[config.mk]
export PLATFORM = sky130hd
export DESIGN_NAME = set_mode_ctrl
export DESIGN_NICKNAME = d
export VERILOG_FILES = /design/src/rtl/set_mode_ctrl.sv
export SDC_FILE = /design/constraint.sdc
export NUM_CORES = 1
export LEC_CHECK = 0
export CELL_PAD_IN_SITES_DETAIL_PLACEMENT = 1
export CELL_PAD_IN_SITES_GLOBAL_PLACEMENT = 1
export CORE_ASPECT_RATIO = 1.1
export CORE_MARGIN = 1.5
export CORE_UTILIZATION = 35
export DETAILED_ROUTE_END_ITERATION = 8
export PLACE_DENSITY = 0.62
export SYNTH_ARGS = -nofsm -noshare
export SYNTH_HDL_FRONTEND = slang
export SYNTH_SLANG_ARGS = --single-unit
[constraint.sdc]
create_clock -name clk -period 2.5 [get_ports clk]
set_input_delay 0.5 -clock clk [delete_from_list [all_inputs] [get_ports clk]]
set_output_delay 0.5 -clock clk [all_outputs]
set_load 0.005 [all_outputs]
[src/rtl/set_mode_ctrl.sv]
// set_mode_ctrl: front-panel controller for the clock/alarm subsystem. Debounces the
//   mode/select/increment buttons and steps a mode FSM that drives the setting
//   interface of the timekeeper and alarm blocks, with long-press auto-repeat.
// Latency: a raw edge reaches the debounced level 2 sync + DEBOUNCE_CYCLES edges later;
//   state and inc_pulse update on the edge after the press event. No backpressure.
// Ports: clk/rst (sync, active-high); btn_mode/btn_sel/btn_inc raw async buttons;
//   time_set_en/alarm_set_en/set_hr_or_min setting selects; inc_pulse one-cycle strobe;
//   state_code FSM state for display.
module set_mode_ctrl #(
   parameter int DEBOUNCE_CYCLES   = 500000,
   parameter int LONG_PRESS_CYCLES = 25000000,
   parameter int REPEAT_CYCLES     = 5000000,
   parameter int TIMEOUT_CYCLES    = 500000000,
   parameter int CNT_W             = 32
) (
   input  logic       clk,
   input  logic       rst,
   input  logic       btn_mode,
   input  logic       btn_sel,
   input  logic       btn_inc,
   output logic       time_set_en,
   output logic       alarm_set_en,
   output logic       set_hr_or_min,
   output logic       inc_pulse,
   output logic [2:0] state_code
);

   typedef enum logic [2:0] {
      S_RUN   = 3'd0,
      S_T_HR  = 3'd1,
      S_T_MIN = 3'd2,
      S_A_HR  = 3'd3,
      S_A_MIN = 3'd4
   } state_t;

   localparam logic [CNT_W-1:0] DEB_LAST = CNT_W'(DEBOUNCE_CYCLES - 1);
   localparam logic [CNT_W-1:0] LP_LAST  = CNT_W'(LONG_PRESS_CYCLES - 1);
   localparam logic [CNT_W-1:0] RP_LAST  = CNT_W'(REPEAT_CYCLES - 1);
   localparam logic [CNT_W-1:0] TO_LAST  = CNT_W'(TIMEOUT_CYCLES - 1);

   // Button vectors: bit 0 = mode, bit 1 = sel, bit 2 = inc.
   logic [2:0]       w_btn_raw;
   logic [2:0]       r_sync1;
   logic [2:0]       r_sync2;
   logic [2:0]       r_deb;
   logic [2:0]       r_deb_q;
   logic [CNT_W-1:0] r_deb_cnt [3];

   logic [2:0]       w_press;
   logic             w_mode_ev;
   logic             w_sel_ev;
   logic             w_inc_ev;
   logic             w_any_ev;

   state_t           r_state;
   state_t           w_state_nxt;
   logic             w_set_state;
   logic             w_state_hold;
   logic             w_timeout;
   logic [CNT_W-1:0] r_to_cnt;

   logic             r_rep_act;
   logic             r_rep_first;
   logic [CNT_W-1:0] r_rep_cnt;
   logic [CNT_W-1:0] w_rep_lim;
   logic             w_rep_fire;
   logic             r_inc_pulse;

   assign w_btn_raw = {btn_inc, btn_sel, btn_mode};

   // Synchroniser and debounce: the accepted level follows the synchronised level
   // only after it has differed for DEBOUNCE_CYCLES consecutive cycles.
   always_ff @(posedge clk) begin
      if (rst) begin
         r_sync1 <= '0;
         r_sync2 <= '0;
         r_deb   <= '0;
         r_deb_q <= '0;
         for (int i = 0; i < 3; i++) r_deb_cnt[i] <= '0;
      end else begin
         r_sync1 <= w_btn_raw;
         r_sync2 <= r_sync1;
         r_deb_q <= r_deb;
         for (int i = 0; i < 3; i++) begin
            if (r_sync2[i] != r_deb[i]) begin
               if (r_deb_cnt[i] == DEB_LAST) begin
                  r_deb[i]     <= r_sync2[i];
                  r_deb_cnt[i] <= '0;
               end else begin
                  r_deb_cnt[i] <= r_deb_cnt[i] + 1'b1;
               end
            end else begin
               r_deb_cnt[i] <= '0;
            end
         end
      end
   end

   // Press events with mode > sel > inc priority; lower ones are dropped, not queued.
   assign w_press   = r_deb & ~r_deb_q;
   assign w_mode_ev = w_press[0];
   assign w_sel_ev  = w_press[1] & ~w_press[0];
   assign w_inc_ev  = w_press[2] & ~(|w_press[1:0]);
   assign w_any_ev  = |w_press;

   assign w_set_state  = (r_state != S_RUN);
   // A press in the same cycle keeps the set state alive, so it wins over timeout.
   assign w_timeout    = w_set_state && (r_to_cnt == TO_LAST) && !w_any_ev;
   assign w_state_hold = (w_state_nxt == r_state);

   always_ff @(posedge clk) begin
      if (rst) r_state <= S_RUN;
      else     r_state <= w_state_nxt;
   end

   always_comb begin
      w_state_nxt   = r_state;
      time_set_en   = 1'b0;
      alarm_set_en  = 1'b0;
      set_hr_or_min = 1'b0;

      if (w_mode_ev) begin
         case (r_state)
            S_RUN:            w_state_nxt = S_T_HR;
            S_T_HR, S_T_MIN:  w_state_nxt = S_A_HR;
            default:          w_state_nxt = S_RUN;
         endcase
      end else if (w_sel_ev) begin
         case (r_state)
            S_T_HR:  w_state_nxt = S_T_MIN;
            S_T_MIN: w_state_nxt = S_T_HR;
            S_A_HR:  w_state_nxt = S_A_MIN;
            S_A_MIN: w_state_nxt = S_A_HR;
            default: w_state_nxt = r_state;
         endcase
      end else if (w_timeout) begin
         w_state_nxt = S_RUN;
      end

      case (r_state)
         S_T_HR:  time_set_en = 1'b1;
         S_T_MIN: begin time_set_en = 1'b1; set_hr_or_min = 1'b1; end
         S_A_HR:  alarm_set_en = 1'b1;
         S_A_MIN: begin alarm_set_en = 1'b1; set_hr_or_min = 1'b1; end
         default: ;
      endcase
   end

   // Idle timeout: cleared on any press event and on every state entry.
   always_ff @(posedge clk) begin
      if (rst || !w_set_state || w_any_ev || !w_state_hold) r_to_cnt <= '0;
      else                                                 r_to_cnt <= r_to_cnt + 1'b1;
   end

   // Auto-repeat: armed only by an accepted inc press in a set state. The first repeat
   // waits LONG_PRESS_CYCLES after the press pulse, later ones REPEAT_CYCLES apart.
   assign w_rep_lim  = r_rep_first ? LP_LAST : RP_LAST;
   assign w_rep_fire = r_rep_act && r_deb[2] && w_state_hold && (r_rep_cnt == w_rep_lim);

   always_ff @(posedge clk) begin
      if (rst) begin
         r_rep_act   <= 1'b0;
         r_rep_first <= 1'b0;
         r_rep_cnt   <= '0;
         r_inc_pulse <= 1'b0;
      end else begin
         r_inc_pulse <= (w_inc_ev && w_set_state) || w_rep_fire;
         if (w_inc_ev && w_set_state) begin
            r_rep_act   <= 1'b1;
            r_rep_first <= 1'b1;
            r_rep_cnt   <= '0;
         end else if (!r_rep_act || !r_deb[2] || !w_state_hold) begin
            r_rep_act <= 1'b0;
            r_rep_cnt <= '0;
         end else if (w_rep_fire) begin
            r_rep_first <= 1'b0;
            r_rep_cnt   <= '0;
         end else begin
            r_rep_cnt <= r_rep_cnt + 1'b1;
         end
      end
   end

   assign inc_pulse  = r_inc_pulse;
   assign state_code = r_state;

endmodule
-- Word level (Yosys, flattened, before mapping)
Memory sizes are Yosys's and may differ from the RTL's.
Index checks and enable logic that the tools add are counted.
- flip-flop bits (word level): 82
- bits in writable memories: 96
- bits of input ports: 5
- output and inout bits: 7
- logic and storage cells: 136
- memories: 1
- add/subtract/negate cells: 5
- eq/ne operators: 14
- mux-type cells: 58
- bitwise gates (word level): 15
- reduce and logical (&&, ||, !) cells: 31
- memories (name ; words ; width ; rd ports ; clocked after memory_dff ; wr ports ; line ; RTL):
    r_deb_cnt ; 3 ; 32 ; 3 ; 0 ; 3 ; 47 ; logic [CNT_W-1:0] r_deb_cnt [3];
- operator list (cell ; number):
    $mux 32 ; 9
    $add 32x1->32 const B ; 5
    $eq 32x19->1 const B ; 3
    $mux 1 ; 43
    $eq 32x25->1 ; 1
    $eq 32x29->1 const B ; 1
    $mux 25 ; 1
    $pmux 3 s4 ; 1
    $mux 3 ; 3
    $or 1x1->1 ; 9
    $reduce_and 2->1 ; 4
    $reduce_or 2->1 ; 4
    $eq 3x2->1 const B ; 2
    $logic_and 1x1->1 ; 6
    $logic_or 1x1->1 ; 6
    $logic_not 1->1 ; 5
    $pmux 2 s2 ; 1
    $reduce_bool 2->1 ; 2
    $reduce_or 4->1 ; 1
    $and 3x3->3 ; 1
    $eq 3x1->1 const B ; 1
    $eq 3x3->1 ; 1
    $eq 3x3->1 const B ; 1
    $logic_not 3->1 ; 1
    7 further kinds ; 11

-- Longest topological paths before layout
- depth after elaboration: 14
- gate-level depth with buffers: 8
- depth with buffers taken out: 6

-- Worst setup path before layout
OpenSTA, ideal clock, no wires.
- path kind: reg2reg
- start: memory r_deb_cnt[0][20]
- end: memory r_deb_cnt[0][24], data pin
- library setup time: 0.257 ns
- arrival: 1.844 ns
- data required time: 2.243 ns
- setup slack: 0.399 ns
- cell stages (with the launch flop): 7
- buffers on the path: 2
- clock period less this slack: 2.101 ns
- path through: edfxtp_1 -> or4b_1 -> nor4_1 -> or3_1 -> clkbuf_1 -> buf_2 -> nor2_1
- RTL lines (item ; line):
    start: declaration ; 47

-- Final worst setup path
- start: register r_state[0], in the netlist state_code[0]
- end: output port alarm_set_en
- cells in the longest elaborated chain, start to end: 3
- elaborated cells on any way between the ends: 4
- classes of those cells: 2 x eq/ne; 1 x mux; 1 x reduce/logical
- ends and longest elaborated chain (item ; line ; RTL):
    start: declaration ; 55 ; state_t r_state;
    start signal: assignment ; 113 ; else r_state <= w_state_nxt;
    $eq 3x3->1 / $eq 3x2->1 (equally long branches) ; 140 ; case (r_state)
    $reduce_or 2->1 (no source line) * ; - ;
    $mux 1 * ; 140 ;
    end: declaration ; 22 ; output logic alarm_set_en,
Mark *: on every way between the ends. The rest lies on a longest branch, timed or not.

==> flow_results.org <==
** Synthesis
- The synthesized netlist devotes 14.67% of its cell area to XOR and XNOR gates.
- The share of the Yosys chip area taken by registers is 49.86%.
- Synthesis Warnings :: 0
- The cell area that synthesis handed to floorplanning was 0.009075 mm^2.
- Simple-Gate Fraction of Synth Area :: 30.04%
- In the synthesized netlist the async set-or-reset flop fraction comes to 0%.
- Main flop type after synthesis :: sky130_fd_sc_hd__edfxtp_1
- Area fraction in compound gates after synthesis :: 1.710%
- Counting flops and latches in the post-synthesis netlist gives 178.
- Unique cell type count in the Yosys netlist :: 50
- Measured against the total synthesized area, the mux share comes to 0.3309%.
- Combinational family with the most area after synthesis :: simple AND/OR/NAND/NOR gates
- Post-synth EDFFs :: 96
- Cells after Synth :: 931
- After Yosys synthesis, full adders, half adders and majority gates account for 0.6894% of the synthesized area.
- Avg Inst Size Synth :: 9.748 um^2

** Floorplanning
- Die X-Extent :: 156.5 um
- The total area inside the core boundary comes to 0.02542 mm^2.
- Die ar. :: 0.02690 mm^2
- Row generation in the floorplan step produced 61 rows.
- For this design the top-level I/O count stands at 12.
- Die Span Y :: 171.9 um
- Initial cell density of the core :: 35.71%

** Worst setup path
- Kind of end point of the critical path :: output pin
- Counting cells, the worst reg-to-reg path comes to 8.
- The worst register-to-register path has a setup slack of 0.22 ns.
- By startpoint and endpoint, the worst setup path is classified as flip-flop to output pin.
- Data arrival, critical path :: 1.83 ns
- Setup crit start kind :: flip-flop
- Data on the critical path is required at its endpoint by 2.00 ns.
- In this run the worst path has a maximum fanout of 12.

** Timing
- Achievable Freq :: 0.4283 GHz
- Setup repair after global routing missed its margin :: false
- On the final layout, the worst clock skew is 0.01751 ns.
- Total negative setup slack :: 0 ns
- In this run the tightest slew margin relative to its limit is 56.72%.
- Final Cycle Share :: 93.39%
- Number of endpoints failing setup at the final stage :: 0
- The count of endpoints failing hold in the final timing report is 0.
- Max-slew violation count :: 0
- Slew at the pin with the worst max-slew slack :: 0.6442 ns
- Crit path time final :: 2.335 ns

** Clock network
- Clk Latency, worst-skew pair :: 0.43 ns
- The root buffer cell chosen for the clock tree is sky130_fd_sc_hd__clkbuf_16.
- Number of sinks handled by clock tree synthesis :: 178
- Total CTS buffers :: 17
- TritonCTS built the clock tree.
- Hold-fix buffers, CTS :: 0
- Clock transition at path regs :: 0.06 ns
- Worst-case clock buffer depth :: 2
- The H-tree was split into 4 levels.

** Pwr
- Power density of the placed cells :: 573.8 mW/mm^2
- VDD sags by at most 0.0004105 V.
- In this run the static leakage power is 3.494 nW.
- The design draws 6.122 mW.

** Place
- The count of buffers added on input and output ports is 11.
- The wire-length estimate of the detail-placed layout is 13290 um.
- Global placement routability congestion :: 0.7429

** Run status
- The run finished with clean final reports.

** Drt
- For this block, the via count after detailed routing is 6863.
- Routed vias/inst :: 4.867
- Wirelength per Cell :: 13.72 um
- In the routed design, unresolved DRC markers number 0.
- Count of nets left with antenna violations after detail routing :: 0
- Total wire length after detailed routing :: 19350 um
- First-pass DRT Iterations :: 4
- In this run, the number of DRC markers left after iteration 0 of detailed routing was 262.

** Layout
- Leaving out fill and tap cells, the most frequent cells in the layout are sky130_fd_sc_hd__nor2_1, sky130_fd_sc_hd__xor2_1, sky130_fd_sc_hd__edfxtp_1, sky130_fd_sc_hd__conb_1, sky130_fd_sc_hd__dfxtp_1.
- Compared with the post-synthesis result, the final layout area differs by 17.58%.
- At the end of the flow, the number of nets in the layout was 1061.
- Cells with a size suffix above 1 make up 7.049% of the layout.
- Antenna fix cells :: 0
- At the end of the flow the core is filled with cells to 41.98%.
- Leaving out fill and tap cells, the most frequent cell in the layout is sky130_fd_sc_hd__nor2_1.

** Global route
- The first global-routing pass estimated 33620 um of wire.
- Via count of the first global-routing pass :: 6950
- Overflow left after global routing :: 0
- Pin count of the biggest net entering global routing :: 34
- Global routing consumed, over all layers together, 15.41% of the routing resources.
- The number of antenna violations at the first check in global routing was 0.

** Flow run
- The tool flagged a number of max-cap violations equal to 0.

** Worst hold path
- WHS Path Cells :: 1
- The path class of the tightest hold or removal check is flip-flop to flip-flop.
sequential cells by signal, summed over array words and instances (netlist names):
| register | count |
|---|---|
| inc_pulse | 1 |
| r_deb | 3 |
| r_deb_cnt | 96 |
| r_deb_q | 3 |
| r_rep_act | 1 |
| r_rep_cnt | 32 |
| r_rep_first | 1 |
| r_sync1 | 3 |
| r_sync2 | 3 |
| r_to_cnt | 32 |
| state_code | 3 |
through the flow:
stage,instance area [um^2],hold WS [ns],worst slack (ns),instances
floorplan,9432,0.4138,0.3994,1026
global placement,10070,0.4223,0.1835,1378
detailed placement,10070,0.4386,0.1614,1378
CTS,10660,0.4519,0.1184,1410
global route,10670,0.4723,0.05409,1410
finish,10670,0.4522,0.1652,1410
kinds of logic after synthesis:
family,count (synthesis)
and+or+nand+nor,519
AOI/OAI and AO/OA,24
buffers and inverters,49
xor gates and xnor gates,152
DFF,178
other,1
adders and majority gates,5
muxes,3
per-layer routing:
layer	part of all wire, %	track usage [%]	vias up	wire length (um)
met5	0	0	-	0
met4	1.3	5.342	0	257
met3	1.3	2.206	15	260
met2	49	26.51	33	9384
met1	49	19.80	3347	9445
li1	-	-	3468	-
critical path, cell delays in order (launching register included):
cell and delay [ns]:
sky130_fd_sc_hd__dfxtp_1 0.35, sky130_fd_sc_hd__buf_4 0.20, sky130_fd_sc_hd__nor2b_1 0.20, sky130_fd_sc_hd__a22o_1 0.16, sky130_fd_sc_hd__clkdlybuf4s50_1 0.50
layout make-up:
class                      instances  area [um^2]
clock inverter                    14        162.7
tap                              346        432.9
timing repair buffer              39        382.9
fill                            2953        14750
multi-input combinational        799         4678
sequential                       178         4524
clock buffer                      18        429.2
inverter                          16        60.06
where the power goes:
part	leakage, nW	switching [mW]	internal [mW]	total, mW
Sequential	1.65	0.0828	3.15	3.23
Clock	0.286	1.16	1.57	2.73
Combinational	1.56	0.0882	0.0673	0.156
cell usage after synthesis (all sizes together), types with 3 or more instances:
| library cell | number | area [um^2] |
|---|---|---|
| a21oi | 9 | 48.80 |
| and2 | 8 | 52.55 |
| and3 | 19 | 118.9 |
| and4 | 17 | 151.4 |
| buf | 17 | 121.4 |
| clkbuf | 16 | 60.06 |
| dfxtp | 82 | 1642 |
| edfxtp | 96 | 2883 |
| ha | 5 | 62.56 |
| inv | 16 | 60.06 |
| mux2i | 3 | 30.03 |
| nand2 | 57 | 214.0 |
| nand2b | 3 | 18.77 |
| nand3 | 67 | 335.3 |
| nand4 | 61 | 396.6 |
| nor2 | 153 | 574.3 |
| nor2b | 13 | 81.33 |
| nor3 | 53 | 270.3 |
| nor4 | 35 | 252.8 |
| nor4b | 8 | 70.07 |
| o21ai | 8 | 40.04 |
| or3 | 12 | 80.08 |
| or4 | 3 | 22.52 |
| xnor2 | 55 | 481.7 |
| xor2 | 97 | 849.6 |
what timing repair did:
action | CTS | global route
buffers inserted | 0 | 0
endpoints found under the setup margin | 0 | 19
resized for setup | 0 | 1
final timing paths:
path / startpoint / to
max: state_code[0] / alarm_set_en
min reg2reg: r_sync1[0] / r_sync2[0]
max reg2reg: r_deb_cnt[0][0] / r_deb_cnt[0][24]
min: r_sync1[0] / r_sync2[0]
No activity file was read; power rests on OpenSTA's default activity.
